[src/rtl/hud_pkg.sv]
// hud_pkg: shared sprite geometry, colour type and blink state encoding for the HUD heart renderer.
package hud_pkg;
    localparam int SPRITE_W = 20;
    localparam int SPRITE_H = 20;
    typedef logic [5:0] colour_t;
    localparam colour_t TRANSPARENT = 6'b000000;
    typedef enum logic {ST_IDLE, ST_BLINK} blink_state_t;
endpackage

[src/rtl/hud_lives_ctrl.sv]
// hud_lives_ctrl: lives counter, frame-synchronous display snapshot and lost-heart blink.
// The blink FSM is built only when HUD_BLINK_EN is defined; otherwise the ghost heart is never shown.
module hud_lives_ctrl
    import hud_pkg::*;
#(
    parameter int MAX_LIVES    = 5,
    parameter int START_LIVES  = 3,
    parameter int BLINK_PERIOD = 8,
    parameter int BLINK_FRAMES = 64
) (
    input  logic       clk,
    input  logic       rst,
    input  logic       i_frame_tick,
    input  logic       i_life_lost,
    input  logic       i_life_gain,
    output logic [2:0] o_lives,
    output logic [3:0] o_disp_lives,
    output logic [3:0] o_ghost_slot,
    output logic       o_ghost_active,
    output logic       o_game_over
);
    localparam logic [3:0] MAX_L   = 4'(MAX_LIVES);
    localparam logic [3:0] START_L = 4'(START_LIVES);

    logic [3:0] r_lives, r_disp, w_lives_nxt;
    logic       r_game_over, w_dec, w_inc;

    assign w_dec       = i_life_lost && !i_life_gain && r_lives != 4'd0;
    assign w_inc       = i_life_gain && !i_life_lost && r_lives < MAX_L;
    assign w_lives_nxt = w_dec ? r_lives - 4'd1 : w_inc ? r_lives + 4'd1 : r_lives;

    // the snapshot takes the pre-event count, so an event on frame_tick lands next frame
    always_ff @(posedge clk) begin
        if (rst) begin
            r_lives     <= START_L;
            r_disp      <= START_L;
            r_game_over <= 1'b0;
        end else begin
            r_lives     <= w_lives_nxt;
            r_game_over <= w_lives_nxt == 4'd0;
            if (i_frame_tick) r_disp <= r_lives;
        end
    end

    assign o_lives      = r_lives[2:0];
    assign o_disp_lives = r_disp;
    assign o_game_over  = r_game_over;

`ifdef HUD_BLINK_EN
    localparam int CW = $clog2(BLINK_FRAMES) + 1;
    localparam logic [CW-1:0] LAST = CW'(BLINK_FRAMES - 1);
    localparam logic [CW-1:0] BP   = CW'(BLINK_PERIOD);

    blink_state_t  r_state, w_state;
    logic [CW-1:0] r_cnt, w_cnt, w_half;
    logic [3:0]    r_ghost, w_ghost;

    always_ff @(posedge clk) begin
        if (rst) begin
            r_state <= ST_IDLE;
            r_cnt   <= '0;
            r_ghost <= '0;
        end else begin
            r_state <= w_state;
            r_cnt   <= w_cnt;
            r_ghost <= w_ghost;
        end
    end

    // a new loss always restarts the blink on the heart just lost
    always_comb begin
        w_state = r_state;
        w_cnt   = r_cnt;
        w_ghost = r_ghost;
        if (w_dec) begin
            w_state = ST_BLINK;
            w_cnt   = '0;
            w_ghost = w_lives_nxt;
        end else if (r_state == ST_BLINK && w_inc) begin
            w_state = ST_IDLE;
            w_cnt   = '0;
        end else if (r_state == ST_BLINK && i_frame_tick) begin
            w_state = r_cnt == LAST ? ST_IDLE : ST_BLINK;
            w_cnt   = r_cnt == LAST ? '0 : r_cnt + 1'b1;
        end
    end

    assign w_half         = r_cnt / BP;
    assign o_ghost_slot   = r_ghost;
    assign o_ghost_active = r_state == ST_BLINK && !w_half[0];
`else
    assign o_ghost_slot   = 4'd0;
    assign o_ghost_active = 1'b0;
`endif
endmodule

[src/rtl/hud_heart_renderer.sv]
// hud_heart_renderer: maps the scan position onto a row of heart sprites and emits a 3-cycle aligned HUD pixel.
// Define HUD_BLINK_EN to blink a just-lost heart; the default build drops it at the next frame.
module hud_heart_renderer
    import hud_pkg::*;
#(
    parameter int HUD_X        = 8,
    parameter int HUD_Y        = 4,
    parameter int HEART_PITCH  = 24,
    parameter int MAX_LIVES    = 5,
    parameter int START_LIVES  = 3,
    parameter int BLINK_PERIOD = 8,
    parameter int BLINK_FRAMES = 64
) (
    input  logic       clk,
    input  logic       rst,
    input  logic [9:0] i_h_count,
    input  logic [9:0] i_v_count,
    input  logic       i_frame_tick,
    input  logic       i_life_lost,
    input  logic       i_life_gain,
    output logic [4:0] o_sprite_x,
    output logic [4:0] o_sprite_y,
    input  colour_t    i_pixel_data,
    output colour_t    o_hud_pixel,
    output logic       o_hud_valid,
    output logic [2:0] o_lives,
    output logic       o_game_over
);
    localparam logic [9:0] X0    = 10'(HUD_X);
    localparam logic [9:0] Y0    = 10'(HUD_Y);
    localparam logic [9:0] ROW_W = 10'(MAX_LIVES * HEART_PITCH);
    localparam logic [9:0] SW    = 10'(SPRITE_W);
    localparam logic [9:0] SH    = 10'(SPRITE_H);

    logic [3:0] w_disp, w_ghost_slot, w_slot;
    logic [9:0] w_dx, w_dy, w_ox;
    logic       w_ghost_active, w_shown, w_hit;
    logic [4:0] r_sprite_x, r_sprite_y;
    logic       r_hit1, r_hit2, r_valid;
    colour_t    r_pixel;

    hud_lives_ctrl #(
        .MAX_LIVES   (MAX_LIVES),
        .START_LIVES (START_LIVES),
        .BLINK_PERIOD(BLINK_PERIOD),
        .BLINK_FRAMES(BLINK_FRAMES)
    ) u_lives (
        .clk           (clk),
        .rst           (rst),
        .i_frame_tick  (i_frame_tick),
        .i_life_lost   (i_life_lost),
        .i_life_gain   (i_life_gain),
        .o_lives       (o_lives),
        .o_disp_lives  (w_disp),
        .o_ghost_slot  (w_ghost_slot),
        .o_ghost_active(w_ghost_active),
        .o_game_over   (o_game_over)
    );

    assign w_dx = i_h_count - X0;
    assign w_dy = i_v_count - Y0;

    // slot from the highest pitch boundary passed; avoids a divider
    always_comb begin
        w_slot = 4'd0;
        w_ox   = w_dx;
        for (int k = 1; k < MAX_LIVES; k++)
            if (w_dx >= 10'(k * HEART_PITCH)) begin
                w_slot = 4'(k);
                w_ox   = w_dx - 10'(k * HEART_PITCH);
            end
    end

    assign w_shown = w_slot < w_disp || (w_ghost_active && w_slot == w_ghost_slot);
    assign w_hit   = i_h_count >= X0 && w_dx < ROW_W && i_v_count >= Y0 && w_dy < SH
                   && w_ox < SW && w_shown;

    always_ff @(posedge clk) begin
        if (rst) begin
            r_sprite_x <= '0;
            r_sprite_y <= '0;
            r_hit1     <= 1'b0;
            r_hit2     <= 1'b0;
            r_pixel    <= '0;
            r_valid    <= 1'b0;
        end else begin
            r_sprite_x <= w_ox[4:0];
            r_sprite_y <= w_dy[4:0];
            r_hit1     <= w_hit;
            r_hit2     <= r_hit1;
            r_pixel    <= i_pixel_data;
            r_valid    <= r_hit2 && i_pixel_data != TRANSPARENT;
        end
    end

    assign o_sprite_x  = r_sprite_x;
    assign o_sprite_y  = r_sprite_y;
    assign o_hud_pixel = r_pixel;
    assign o_hud_valid = r_valid;
endmodule

[config.mk]
export PLATFORM = sky130hd
export DESIGN_NAME = hud_heart_renderer
export DESIGN_NICKNAME = d
export VERILOG_FILES = /design/src/rtl/hud_pkg.sv /design/src/rtl/hud_lives_ctrl.sv /design/src/rtl/hud_heart_renderer.sv
export SDC_FILE = /design/constraint.sdc
export NUM_CORES = 1
export LEC_CHECK = 0
export ABC_AREA = 1
export ABC_CLOCK_PERIOD_IN_PS = 2200
export CAP_MARGIN = 25
export CELL_PAD_IN_SITES_DETAIL_PLACEMENT = 1
export CELL_PAD_IN_SITES_GLOBAL_PLACEMENT = 2
export CORE_UTILIZATION = 23
export DETAILED_ROUTE_END_ITERATION = 16
export PLACE_DENSITY = 0.76
export REMOVE_ABC_BUFFERS = 1
export SLEW_MARGIN = 20
export SYNTH_ARGS = -nofsm -noshare
export SYNTH_HDL_FRONTEND = slang
export SYNTH_SLANG_ARGS = --single-unit
[constraint.sdc]
create_clock -name clk -period 2.2 [get_ports clk]
set_input_delay 0.44 -clock clk [delete_from_list [all_inputs] [get_ports clk]]
set_output_delay 0.44 -clock clk [all_outputs]
set_load 0.1 [all_outputs]
==> flow_summary.ini, run 1 <==
[timing]
relSlewSlack_pct = 76.67
finalSetupViolations = 0
rsz0062_at_grt = false
period_share_pct = 90.95
finalClockSkew_ns = 0.003237
min_period_ns = 2.001
holdWs_ns = 0.4297
drv_slew = 0
worst_pin_slew_ns = 0.3494
fin_setup_tns_ns = 0
fmax_mhz = 499.8
finalHoldViolations = 0

[min_path]
hold_depth = 2
hold_path_end = r_hit2
holdCritStartpoint = r_hit1
hp-class = flop to flop

[worst_setup_path]
crit_path_start = i_h_count[5]
crit_fanout = 4
cp_slowest_stage_delay_ns = 0.26
crit_top_cell = nand2_1
crit_buf_inv = 4
crit_chain = dlygate4sd2_1, inv_2, ha_4, inv_2, nor2_2, nand3_1, nand2_2, nand2_2, nor2_4, nand2_1, nand2_1, inv_1, ha_1, nand2_1, nand2_1, nand2_1, nand2_1, nor2_2
cp.required_ns = 2.42
reg2regPathDepth = 9
cp-end-kind = flop
arrival_ns = 2.22
critPathKind = input port to flop
r2r-end = u_lives.o_game_over
cp_slowest_cell = ha_1
cp-start-kind = input port
rrSetupSlack_ns = 0.23
r2r_start = u_lives.r_lives[0]
cp_top_family = simple AND/OR/NAND/NOR gates

[floorplanning]
fp-row-count = 31
pin_count = 52
core_area_um2 = 7408
die_h_um = 90.45
start_util_pct = 24.29
dieWidth_um = 90.45
die_area_um2 = 8180

[grt]
antenna_found_initial = 0
grt_pass1_vias = 1880
grt_pass1_wl_um = 8852
overflow = 0
grt_max_degree = 17
grt_use_total_pct = 13.23

[drt]
first_pass_iters = 4
totalWireLength_um = 5276
avgViaCountPerCell = 4.204
drt.antenna.violating_nets = 0
vias = 1858
drt_iter0_markers = 30
wl_per_cell_um = 11.94
drcViolationCount = 0

[synth]
synth_cell_types = 32
ys_ff_latch = 28
synth-edff-count = 0
synthFlopType = dfxtp_1
ys_seq_area_share_pct = 31.15
synth-async-reset-ratio_pct = 0
avgSynthCellArea_um2 = 6.920
syn_inst = 260
syn_area_um2 = 1799
ys_warn_count = 0

[run]
maxCapViolCount = 0

[clocking]
clk_transition_reported_paths_ns = 0.10
htreeDepth = 1
cts-root-buf = clkbuf_8
cts.sinks = 28
clkLatencyLatePin_ns = 0.27
cts_tree = done
clockBufferDepth = 2
ctsHoldBuffers = 0
cts_buffers = 3
cts_setup_buffers = 0

[final_layout]
final_util_pct = 36.70
n_antenna_cell = 0
syn2layout_area_growth_pct = 51.11
drive_gt1_share_pct = 27.99
final_cells = 442
nets = 391
final_cell_mix = buf_4, nand2_1, inv_1, dfxtp_1, nor2_1
final_common_cell = buf_4
fin_area_um2 = 2719

[power_and_ir_drop]
power_density_nw_per_um2 = 593.1
max-vdd-ir-drop_mv = 0.2649
p_leak_uw = 0.001386

[place]
place.gp.congestion = 0.7492
place_hpwl_um = 4387
dpl_cell_area_um2 = 2599
dp_cells = 438
numPortBuffers = 51

[outcome]
outcome = finished clean
power by group:
group          internal, µW  switching (µW)  leakage (µW)
registers               542            26.9      0.000232
logic                   218             421       0.00112
clock network           244             161     0.0000357
total                  1000             609       0.00139
how the worst max path moves through the flow:
stage                           to  slack, ns  cells after the start
2_1_floorplan  u_lives.o_game_over      -0.18                     10
3_3_place_gp                r_hit1      -0.45                     20
3_5_place_dp                r_hit1      -0.56                     20
4_1_cts                     r_hit1       0.04                     18
5_1_grt        u_lives.o_game_over       0.02                      9
6_report                    r_hit1       0.20                     18
worst reg2reg max path, delay by kind of cell, from the launching register on:
kind                     cells  cell delay (ns)
flip-flops                   1             0.36
XOR/XNOR                     1             0.18
AO/OA/AOI/OAI                2             0.47
adder cells (fa/ha/maj)      1             0.20
buffers and inverters        3             0.38
AND/OR/NAND/NOR              2             0.31
per-layer routing:
metal	wire length [µm]	vias up	global-route usage [%]	share of wire (%)
li1	-	978	-	-
met1	2471	850	16.98	47
met2	2666	28	24.11	51
met3	117	2	1.684	2.2
met4	21	0	1.613	0.40
met5	0	-	0	0
flip-flops by register name, indices dropped and copies added, names as in the netlist:
| name | cells |
|---|---|
| o_hud_valid | 1 |
| u_lives.r_lives | 4 |
| o_sprite_x | 5 |
| r_hit2 | 1 |
| o_sprite_y | 5 |
| o_hud_pixel | 6 |
| u_lives.o_disp_lives | 4 |
| u_lives.o_game_over | 1 |
| r_hit1 | 1 |
cells by family (layout without fill, tap and decap cells):
group           count (synthesis)  in the layout  synth area share, %
simple gates                  128            128                34.01
buf+inv                        59            142                13.00
flops                          28             28                31.15
compound gates                 25             25                8.763
fa+ha+maj                      16             16                11.13
xor+xnor                        4              4                1.948
synthesized netlist by cell type (2+ instances only):
cell type / number / area [µm²]
a21oi_1: 8 / 40.04
buf_4: 3 / 22.52
clkbuf_1: 2 / 7.510
dfxtp_1: 28 / 560.5
ha_1: 16 / 200.2
inv_1: 50 / 187.7
inv_2: 3 / 11.26
nand2_1: 52 / 195.2
nand2_2: 7 / 43.79
nand3_1: 17 / 85.08
nand3_2: 3 / 30.03
nand4_1: 8 / 50.05
nor2_1: 27 / 101.4
nor2_2: 5 / 31.28
nor2_4: 3 / 33.78
nor3_1: 2 / 10.01
o2111ai_1: 2 / 17.52
o211ai_1: 3 / 22.52
o21ai_0: 6 / 30.03
xor2_1: 3 / 26.28
stage by stage:
step	power, µW	worst slack [ns]
after floorplan	974.7	-0.1836
after global placement	1201	-0.4467
after detailed placement	1207	-0.5623
after CTS	1626	0.03666
after global routing	1701	0.02463
final	1613	0.1992
area by class of cell:
| type | instances | area [µm²] |
|---|---|---|
| inverters | 54 | 203.9 |
| flip-flops and latches | 28 | 560.5 |
| repair buffers | 84 | 699.4 |
| clock inverters | 1 | 30.03 |
| fillers | 932 | 4690 |
| multi-input cells | 173 | 1060 |
| clock buffers | 3 | 41.29 |
| well taps | 99 | 123.9 |
timing repair:
| action | CTS | global route |
|---|---|---|
| endpoints found under the hold margin | 0 | 0 |
| endpoints found under the setup margin | 3 | 4 |
| resized for setup | 12 | 12 |
| pin swaps | 2 | 4 |
No activity file was read; power rests on OpenSTA's default activity.
==> inputs of run 2 (changes only) <==
--- a/config.mk
+++ b/config.mk
@@ -6,14 +6,16 @@
 export NUM_CORES = 1
 export LEC_CHECK = 0
 export ABC_AREA = 1
-export ABC_CLOCK_PERIOD_IN_PS = 2200
+export ABC_CLOCK_PERIOD_IN_PS = 2400
 export CAP_MARGIN = 25
 export CELL_PAD_IN_SITES_DETAIL_PLACEMENT = 1
 export CELL_PAD_IN_SITES_GLOBAL_PLACEMENT = 2
-export CORE_UTILIZATION = 23
+export CORE_UTILIZATION = 27
 export DETAILED_ROUTE_END_ITERATION = 16
-export PLACE_DENSITY = 0.76
+export HOLD_SLACK_MARGIN = 0.08
+export PLACE_DENSITY = 0.84
 export REMOVE_ABC_BUFFERS = 1
+export SETUP_SLACK_MARGIN = 0.3
 export SLEW_MARGIN = 20
 export SYNTH_ARGS = -nofsm -noshare
 export SYNTH_HDL_FRONTEND = slang
==> constraint.sdc (replaced) <==
create_clock -name clk -period 2.4 [get_ports clk]
set_input_delay 0.48 -clock clk [delete_from_list [all_inputs] [get_ports clk]]
set_output_delay 0.48 -clock clk [all_outputs]
set_load 0.1 [all_outputs]
==> run 2 against run 1 <==
Clock-buffer cell count unchanged. Largest power group unchanged. Sequential share of layout area decreased by 0.92 points. Non-clock buffer count increased by 5. Highest routed layer unchanged.
==> flow_summary.ini, run 2 (synthesis results as in run 1) <==
[outcome]
outcome = finished clean

[worst_setup_path]
critPathKind = input port to flop
crit_path_start = i_h_count[4]
r2r_start = u_lives.r_lives[0]
crit_chain = buf_4, inv_4, ha_4, inv_1, nand2_1, nand2_2, buf_4, buf_4, nor2_2, nand3_2, nand2_2, nand3_1, nand2_1, nand3_2, a21oi_2, nand2_1, nand3_2, nor2_2
crit_buf_inv = 5
critPathCapture = r_hit1
cp_top_family = simple AND/OR/NAND/NOR gates
crit_fanout = 3
reg2regPathDepth = 9
arrival_ns = 2.16
worst-path-stages = 18
cp_slowest_stage_delay_ns = 0.16
cp-end-kind = flop
cp_slowest_cell = buf_4
rrSetupSlack_ns = 0.56
r2r-end = u_lives.o_game_over
cp.required_ns = 2.58
cp-start-kind = input port

[grt]
grt_max_degree = 17
antenna_found_initial = 0
grt_pass1_wl_um = 8901
overflow = 0
grt_use_total_pct = 15.34
grt_pass1_vias = 2035

[clocking]
clockBufferDepth = 2
clk_transition_reported_paths_ns = 0.09
cts-root-buf = clkbuf_8
cts.sinks = 28
cts_tree = done
clkLatencyLatePin_ns = 0.27
htreeDepth = 1
cts_buffers = 3

[drt]
first_pass_iters = 4
wl_per_cell_um = 12.57
vias = 1932
totalWireLength_um = 5343
drt_iter0_markers = 42
drt.antenna.violating_nets = 0
drcViolationCount = 0
avgViaCountPerCell = 4.546

[power_and_ir_drop]
power_frac_comb_pct = 41.4
p_leak_uw = 0.001414
p_sw_uw = 572.1
internal-power_uw = 939.1
power_density_nw_per_um2 = 530.9
max-vdd-ir-drop_mv = 0.3215
seq_power_share_pct = 34.5
clock_power_share_pct = 24.1
p_sw_share_pct = 37.86

[floorplanning]
fp-row-count = 29
dieWidth_um = 83.63
die_area_um2 = 6994
start_util_pct = 28.17
core_area_um2 = 6386
pin_count = 52
die_h_um = 83.63

[place]
place.gp.congestion = 0.7413
numPortBuffers = 51
place_hpwl_um = 4277

[final_layout]
final_cell_mix = buf_4, inv_1, nand2_1, dfxtp_1, nor2_1
multi_input_area_um2 = 1175
nets = 396
final-seq-area_um2 = 560.5
final_common_cell = buf_4
syn2layout_area_growth_pct = 58.21
fill_cells = 822
final_util_pct = 44.57
largest_reg_flops = 6
n_antenna_cell = 0
drive_gt1_share_pct = 35.92

[min_path]
holdCritStartpoint = r_hit1
hp-class = flop to flop

[timing]
period_share_pct = 82.51
worst_pin_slew_ns = 0.3071
min_period_ns = 1.980
fmax_mhz = 505.0
relSlewSlack_pct = 79.50
finalClockSkew_ns = 0.001941
finalSetupViolations = 0
rsz0062_at_grt = false
drv_slew = 0
holdWs_ns = 0.4232
finalHoldViolations = 0

[run]
maxCapViolCount = 0
[run 2: cell count changes in the layout (fill, tap and decap cells not counted), moves of 3 or more]
cell / change
nand2_1: -7
nand2_2: +6
nand3_1: -3
ha_1: -4
buf_4: +4
ha_4: +3
nand3_2: +3
inv_4: +3
[run 2: timing repair]
item                       4_1_cts  5_1_grt
gates resized for setup         30       35
hold buffers                     0        0
pin swaps                       13       23
setup endpoints to repair        3        5
setup buffers                    5        4
[run 2: area by class of cell]
type                            count  share of cell area, %
Clock buffer                        3                  1.451
Clock inverter                      1                  1.055
Inverter                           54                  7.385
Multi-Input combinational cell    173                  41.27
Sequential cell                    28                  19.69
Tap cell                           77                  3.385
Timing Repair Buffer               89                  25.76
[run 2: per-stage QoR]
stage	power (µW)	instances	instance area (µm²)	TNS, ns	worst slack, ns
global route	1597	425	2846	0	0.2685
CTS	1491	421	2721	0	0.3051
floorplan	893.4	255	1769	0	0.01644
global placement	1091	412	2541	-0.7438	-0.3251
detailed placement	1101	412	2541	-1.094	-0.4588
finish	1511	425	2846	0	0.4199
[run 2: metal layers]
layer  global-route usage (%)  share of wire [%]  wire [µm]  vias up
met2                    28.97                 53       2821       30
met5                        0                  0          0        -
met3                    2.077                2.1        113        4
li1                         -                  -          -      993
met4                    2.157               0.67         36        0
met1                    18.70                 44       2373      905
[run 2: worst min path at each step]
stage                         to  cells after the start
after CTS                 r_hit2                      2
after global placement    r_hit2                      2
final                     r_hit2                      2
after global routing      r_hit2                      2
after floorplan           r_hit2                      2
after detailed placement  r_hit2                      2
[run 2: worst min-delay path: cells and delay by family (launching register included)]
kind	cells	cell delay [ns]
buf+inv	1	0.04
flops	1	0.31
simple gates	1	0.03
[run 2: power by group through the flow]
stage / Clock (µW) / Sequential (µW) / Combinational [µW]
after CTS: 375 / 519 / 597
final: 365 / 521 / 626
after global placement: 0 / 530 / 561
after floorplan: 0 / 716 / 178
after detailed placement: 0 / 530 / 571
after global routing: 394 / 525 / 677
